==> src/rtl/datapath_seq.sv <==
// Self-sequencing datapath: register file, A/B operand registers, shifter, ALU,
// C result register and {N,V,Z} status, driven by an internal command FSM.
module datapath_seq #(
  parameter int WIDTH = 16,
  parameter int NREGS = 8,
  parameter int PCW   = 8,
  localparam int RA   = $clog2(NREGS)
) (
  input  logic             clk,
  input  logic             reset_n,
  input  logic             start,
  output logic             busy,
  output logic             done,
  output logic             err,
  input  logic [3:0]       cmd_vsel,
  input  logic [RA-1:0]    cmd_rn,
  input  logic [RA-1:0]    cmd_rm,
  input  logic [RA-1:0]    cmd_rd,
  input  logic [1:0]       cmd_aluop,
  input  logic [1:0]       cmd_shift,
  input  logic             cmd_asel,
  input  logic             cmd_bsel,
  input  logic             cmd_wb,
  input  logic [WIDTH-1:0] sximm8,
  input  logic [WIDTH-1:0] sximm5,
  input  logic [WIDTH-1:0] mdata,
  input  logic [PCW-1:0]   PC,
  output logic [WIDTH-1:0] datapath_out,
  output logic [2:0]       status,
  input  logic [RA-1:0]    dbg_addr,
  output logic [WIDTH-1:0] dbg_data
);

  localparam logic [2:0] S_IDLE = 3'd0;
  localparam logic [2:0] S_RDA  = 3'd1;
  localparam logic [2:0] S_RDB  = 3'd2;
  localparam logic [2:0] S_EXEC = 3'd3;
  localparam logic [2:0] S_WB   = 3'd4;

  logic [2:0]       state;
  logic [3:0]       vsel_q;
  logic [RA-1:0]    rn_q;
  logic [RA-1:0]    rm_q;
  logic [RA-1:0]    rd_q;
  logic [1:0]       aluop_q;
  logic [1:0]       shift_q;
  logic             asel_q;
  logic             bsel_q;
  logic             wb_q;
  logic [WIDTH-1:0] a_q;
  logic [WIDTH-1:0] b_q;
  logic [WIDTH-1:0] c_q;
  logic [2:0]       status_q;
  logic             done_q;
  logic             err_q;
  logic [WIDTH-1:0] regs [NREGS];

  logic [WIDTH-1:0] b_shift;
  logic [WIDTH-1:0] a_in;
  logic [WIDTH-1:0] b_in;
  logic [WIDTH-1:0] alu_res;
  logic             alu_v;
  logic [WIDTH-1:0] wb_src;
  logic [WIDTH-1:0] pc_ext;
  logic             vsel_legal;
  logic             write_en;

  assign pc_ext       = WIDTH'(PC);
  assign vsel_legal   = (vsel_q == 4'b1000) || (vsel_q == 4'b0100) ||
                        (vsel_q == 4'b0010) || (vsel_q == 4'b0001);
  assign write_en     = (state == S_WB) && wb_q && vsel_legal;
  assign busy         = (state != S_IDLE);
  assign done         = done_q;
  assign err          = err_q;
  assign datapath_out = c_q;
  assign status       = status_q;
  assign dbg_data     = regs[dbg_addr];

  // Shifter acts on B before the immediate mux; sximm5 is sampled live in EXEC.
  always_comb begin
    b_shift = b_q;
    case (shift_q)
      2'b01:   b_shift = {b_q[WIDTH-2:0], 1'b0};
      2'b10:   b_shift = {1'b0, b_q[WIDTH-1:1]};
      2'b11:   b_shift = {b_q[WIDTH-1], b_q[WIDTH-1:1]};
      default: b_shift = b_q;
    endcase
    a_in  = asel_q ? '0 : a_q;
    b_in  = bsel_q ? sximm5 : b_shift;
    alu_v = 1'b0;
    case (aluop_q)
      2'b00: begin
        alu_res = a_in + b_in;
        alu_v   = (a_in[WIDTH-1] == b_in[WIDTH-1]) && (alu_res[WIDTH-1] != a_in[WIDTH-1]);
      end
      2'b01: begin
        alu_res = a_in - b_in;
        alu_v   = (a_in[WIDTH-1] != b_in[WIDTH-1]) && (alu_res[WIDTH-1] != a_in[WIDTH-1]);
      end
      2'b10:   alu_res = a_in & b_in;
      default: alu_res = ~b_in;
    endcase
  end

  always_comb begin
    case (vsel_q)
      4'b1000: wb_src = mdata;
      4'b0100: wb_src = sximm8;
      4'b0010: wb_src = pc_ext;
      default: wb_src = c_q;
    endcase
  end

  // ALU commands walk RDA/RDB/EXEC; direct and illegal commands go straight to WB.
  always_ff @(posedge clk or negedge reset_n) begin
    if (!reset_n) begin
      state    <= S_IDLE;
      vsel_q   <= '0;
      rn_q     <= '0;
      rm_q     <= '0;
      rd_q     <= '0;
      aluop_q  <= '0;
      shift_q  <= '0;
      asel_q   <= 1'b0;
      bsel_q   <= 1'b0;
      wb_q     <= 1'b0;
      a_q      <= '0;
      b_q      <= '0;
      c_q      <= '0;
      status_q <= '0;
      done_q   <= 1'b0;
      err_q    <= 1'b0;
      for (int i = 0; i < NREGS; i++) regs[i] <= '0;
    end else begin
      done_q <= 1'b0;
      err_q  <= 1'b0;
      case (state)
        S_IDLE: begin
          if (start) begin
            vsel_q  <= cmd_vsel;
            rn_q    <= cmd_rn;
            rm_q    <= cmd_rm;
            rd_q    <= cmd_rd;
            aluop_q <= cmd_aluop;
            shift_q <= cmd_shift;
            asel_q  <= cmd_asel;
            bsel_q  <= cmd_bsel;
            wb_q    <= cmd_wb;
            state   <= (cmd_vsel == 4'b0001) ? S_RDA : S_WB;
          end
        end
        S_RDA: begin
          a_q   <= regs[rn_q];
          state <= S_RDB;
        end
        S_RDB: begin
          b_q   <= regs[rm_q];
          state <= S_EXEC;
        end
        S_EXEC: begin
          c_q      <= alu_res;
          status_q <= {alu_res[WIDTH-1], alu_v, (alu_res == '0)};
          state    <= S_WB;
        end
        S_WB: begin
          if (write_en) regs[rd_q] <= wb_src;
          done_q <= 1'b1;
          err_q  <= !vsel_legal;
          state  <= S_IDLE;
        end
        default: state <= S_IDLE;
      endcase
    end
  end

endmodule

==> config.mk <==
export PLATFORM = sky130hd
export DESIGN_NAME = datapath_seq
export DESIGN_NICKNAME = d
export VERILOG_FILES = /design/src/rtl/datapath_seq.sv
export SDC_FILE = /design/constraint.sdc
export NUM_CORES = 1
export LEC_CHECK = 0
export CAP_MARGIN = 20
export CORE_MARGIN = 3
export CORE_UTILIZATION = 44
export DETAILED_ROUTE_END_ITERATION = 7
export PLACE_DENSITY = 0.75
export SLEW_MARGIN = 10
export SYNTH_ARGS = -nofsm -noshare
export SYNTH_HDL_FRONTEND = slang
export SYNTH_SLANG_ARGS = --single-unit
==> constraint.sdc <==
create_clock -name clk -period 4.8 [get_ports clk]
set_input_delay 1.44 -clock clk [delete_from_list [all_inputs] [get_ports clk]]
set_output_delay 1.44 -clock clk [all_outputs]
set_load 0.03 [all_outputs]
# Yosys cells after proc, flatten, opt, wreduce, memory -nomap -nowiden
# Index checks and enable logic that the tools add are counted.
word_totals:
  ff_bits: 204
  in_bits: 82
  output_inout_bits: 38
  elab_cells: 94
op_classes:
  n_addsub: 2
  magnitude_cmp: 5
  n_eq_ne: 19
  muxes: 23
  bitwise_logic: 6
  n_reduce_logical: 15
ops:
  columns: ["op", "count"]
  rows:
  - ["$bmux W16 S3", 3]
  - ["$mux W16", 9]
  - ["$pmux W16 S3", 3]
  - ["$bwmux W128", 1]
  - ["$demux W16 S3", 1]
  - ["$add A16 B16 Y16", 1]
  - ["$and A16 B16 Y16", 1]
  - ["$ge A4 B4 Y1 const B", 4]
  - ["$logic_not A16 Y1", 1]
  - ["$not A16 Y16", 1]
  - ["$not A3 Y4", 4]
  - ["$sub A16 B16 Y16", 1]
  - ["$pmux W3 S4", 1]
  - ["$eq A4 B1 Y1 const B", 2]
  - ["$eq A2 B2 Y1 const B", 3]
  - ["$eq A3 B2 Y1 const B", 2]
  - ["$mux W3", 2]
  - ["$logic_and A1 B1 Y1", 5]
  - ["$eq A2 B1 Y1 const B", 2]
  - ["$eq A4 B2 Y1 const B", 1]
  - ["$eq A4 B3 Y1 const B", 1]
  - ["$eq A4 B4 Y1 const B", 1]
  - ["$lt A4 B1 Y1 const B", 1]
  - ["$reduce_and A2 Y1", 2]
  - ["12 further kinds", 17]

# Longest topological paths before layout
logic_depth:
  word_depth: 7
  depth_mapped: 17
  ltp_nobuf: 15

# Worst setup path after synthesis
# Ideal clock, no wire load.
synth_timing:
  path_type: "input port to output port"
  startpoint: "input port dbg_addr[0]"
  endpoint: "output port dbg_data[0]"
  arrival_time_ps: 3104
  required_ps: 3360
  path_slack_ps: 256
  path_stages: 4
  cell_sequence: "clkbuf_1 -> buf_1 -> mux4_2 -> mux2_2"
synth_between:
  elab_chain_len: 4
synth_rtl:
  columns: ["item", "line", "text"]
  rows:
  - ["from (decl)", "30", "input logic [RA-1:0] dbg_addr,"]
  - ["$not A3 Y4 (not written as such)", "77", "assign dbg_data = regs[dbg_addr];"]
  - ["$bmux W16 S3", "77", null]
  - ["$mux W16 (not written as such) (2 in a row)", "77", null]
  - ["to (decl)", "31", "output logic [WIDTH-1:0] dbg_data"]
# No other way between the ends. The select of a mux whose other input is x is not followed.

# Worst setup path in the final report
layout_timing:
  startpoint: "input port dbg_addr[1]"
  endpoint: "output port dbg_data[14]"
# Same word-level chain as after synthesis.

==> flow_summary_export.csv <==
group,metric,value,unit
timing,finalCritPeriodShare,0.939,
clock_network,clk_latency,530,ps
clock_network,clockBufferDepth,3,
timing,setup_violations,0,
timing,worst_slew_pin_slew,1190,ps
finish,stdcell_count,1747,
global_route,grt_pass1_vias,10600,
floorplanning,die_h,177,um
global_route,grt_max_degree,104,
critical_path,cpPeakStageDelay,500,ps
global_route,grt-ovfl-total,0,
clock_network,clockRootBuffer,"clkbuf_16",
logic_synthesis,synthesis.area,12900,sq um
logic_synthesis,yosysWarnings,0,
critical_path,cp_slowest_cell,"clkdlybuf4s50_1",
finish,layout.cells.most_common,"dfrtp_1",
placed_design,place_hpwl,27.4,mm
pwr,peakVddDrop,518,uV
finish,fin_util,0.536,
route,drtPass1Iterations,8,
placed_design,portBuffers,119,
placed_design,place_inst,1703,
logic_synthesis,syn_avg_cell_area,10.3,sq um
logic_synthesis,synth_cells,1250,
pwr,p_leak,6.32,nW
route,wirelength,39.2,mm
critical_path,critPathLaunchType,"input pin",
logic_synthesis,ys_seq_area_frac,0.393,
timing,clock-skew-final,21.9,ps
logic_synthesis,ys_ff_latch,203,
logic_synthesis,synthesis.nets,1365,
timing,slew_headroom,0.206,
timing,finalHoldViolCount,0,
clock_network,clk_pin_slew,60,ps
clock_network,htreeDepth,1,
route,antenna_left,0,
logic_synthesis,synth_area_leaders,"dfrtp_1 39%, mux4_2 17%, nand2_1 5.1%, o21ai_1 4.2%, mux2i_1 4.0%",
critical_path,worstPathArrival,3070,ps
critical_path,critPathCaptureType,"output port",
logic_synthesis,async_reset_ff_frac,1.00,
timing,fmax,222,MHz
critical_path,path_cells,"clkdlybuf4s50_1, buf_12, mux4_2, mux2_2, buf_4",
pwr,power_density,833,nW/um^2
critical_path,worstPathMaxFanout,32,
timing,rsz0062_at_grt,"no",
floorplanning,die_x,177,um
global_route,track_usage,0.251,
floorplanning,initial_utilization,0.448,
logic_synthesis,yosys.area.top_type,"dfrtp_1",
worst_hold_path,hold_path.class,"flip-flop to flip-flop",
route,viasPerCell,6.15,
flow_run,cap_viol_max_count,0,
floorplanning,dieArea,31500,sq um
route,drt_iter0_markers,1108,
placed_design,routabilityCongestion,0.965,
timing,tns,0,ps
clock_network,cts_tree,"yes",
route,route.detailed.drc,0,
logic_synthesis,ys_types,72,
global_route,grt_first_pass_wirelength,61.2,mm
clock_network,cts_buffers,23,
route,detail_route.wl_per_cell,22.4,um
clock_network,cts_sinks,203,
finish,drive_gt1_frac,0.195,
finish,area_growth,19.7,%
floorplanning,core,28900,sq um
floorplanning,placementRows,62,
route,via_count,10700,
clock_network,cts_resized,0,
finish,final_cell_mix,"199 x dfrtp_1, 176 x nand2_1, 109 x o21ai_1",
finish,final_nets,1460,
logic_synthesis,yosysTopAreaCellShare,0.393,
critical_path,critPathRequiredTime,3360,ps
timing,fin_hold_ws,493,ps
clock_network,post-cts-setup-buffers,0,
timing,finalCriticalPeriod,4510,ps
timing,maxSlewViolCount,0,
critical_path,criticalPathCategory,"input pin to output port",
clock_network,hold_buffers,0,
floorplanning,ioPinCount,120,
global_route,antenna_found_initial,1,
logic_synthesis,synth-main-ff-cell,"dfrtp_1",
logic_synthesis,synth-edff-count,0,
outcome,status,"complete, no violations",
[flip-flops by register name, indices dropped and copies added (netlist names), 2 cells and up]
register and cells:
rd_q 3, vsel_q 4, shift_q 2, a_q 16, state 3, b_q 16, datapath_out 16, regs 128
rm_q 3, aluop_q 2, rn_q 3, status 2
[cells by family (layout without fill, tap and decap cells)]
family          Yosys count  in the layout  synth area share
mux                     194            194             0.248
buf+inv                 135            247            0.0402
compound gates          324            324             0.153
flops                   203            203             0.393
other cells               0              1                 0
simple gates            347            347             0.123
xor+xnor                 14             14           0.00949
fa+ha+maj                33             33            0.0331
[metrics by stage]
stage	setup slack, ps	total power, mW	area [sq um]
finish	292	12.9	15500
detailed placement	41.7	10.8	14600
CTS	312	12.8	15500
global route	269	13.7	15500
global placement	63.0	10.7	14600
floorplan	256	8.45	12900
[cell type report]
type,instances,area [sq um]
Tap cell,384,480
Sequential cell,203,5080
Timing Repair Buffer,168,1560
Multi-Input combinational cell,912,7370
Inverter,37,139
Clock buffer,26,597
Clock inverter,16,235
Antenna cell,1,2.50
Fill cell,2520,13400
[Yosys cell counts (5+ instances only)]
cell type  instances
ha_1              31
mux4_2            96
a21oi_1           68
buf_2              7
a31oi_1            5
xnor2_1           10
o21ai_0           53
mux2_1             8
nor2_1            67
a211oi_1           7
nor3_1            21
nand4_1            5
nand2_1          176
buf_1             16
o31ai_1            7
inv_1             37
clkbuf_1          74
nand2b_1          11
o21ai_1          109
a21o_1             6
nand3_1            7
a222oi_1          16
mux2_2            38
o211ai_1          12
nor2b_1           30
mux2i_1           52
dfrtp_1          203
[layer usage]
layer | wire (um) | global-route usage
met1 | 15700 | 0.345
met2 | 19200 | 0.422
met3 | 3200 | 0.0394
met4 | 1010 | 0.0576
met5 | 0 | 0
[where the power goes]
part / internal, mW / total (mW) / switching (mW) / leakage, nW
clock: 1.18 / 1.93 / 0.754 / 0.402
combinational: 3.35 / 7.47 / 4.12 / 3.86
sequential: 2.44 / 3.48 / 1.04 / 2.05
total: 6.97 / 12.9 / 5.92 / 6.32
[worst max-delay path: cells and delay by family]
kind / cells / cell delay (ps)
mux: 2 / 680
buf+inv: 3 / 920
[final timing paths]
path | from | end | slack (ps) | depth (start not counted)
worst min-delay path | rn_q[2] | rn_q[2] | 490 | 1
worst max register to register | shift_q[0] | datapath_out[15] | 670 | 14
worst max-delay path | dbg_addr[1] | dbg_data[14] | 290 | 5
max in group asynchronous | reset_n | status[1] | 2900 | 2
worst min register to register | rn_q[2] | rn_q[2] | 490 | 1
min in group asynchronous | reset_n | regs[28] | 1000 | 1
Note: power is estimated with default switching activity, not from simulation.
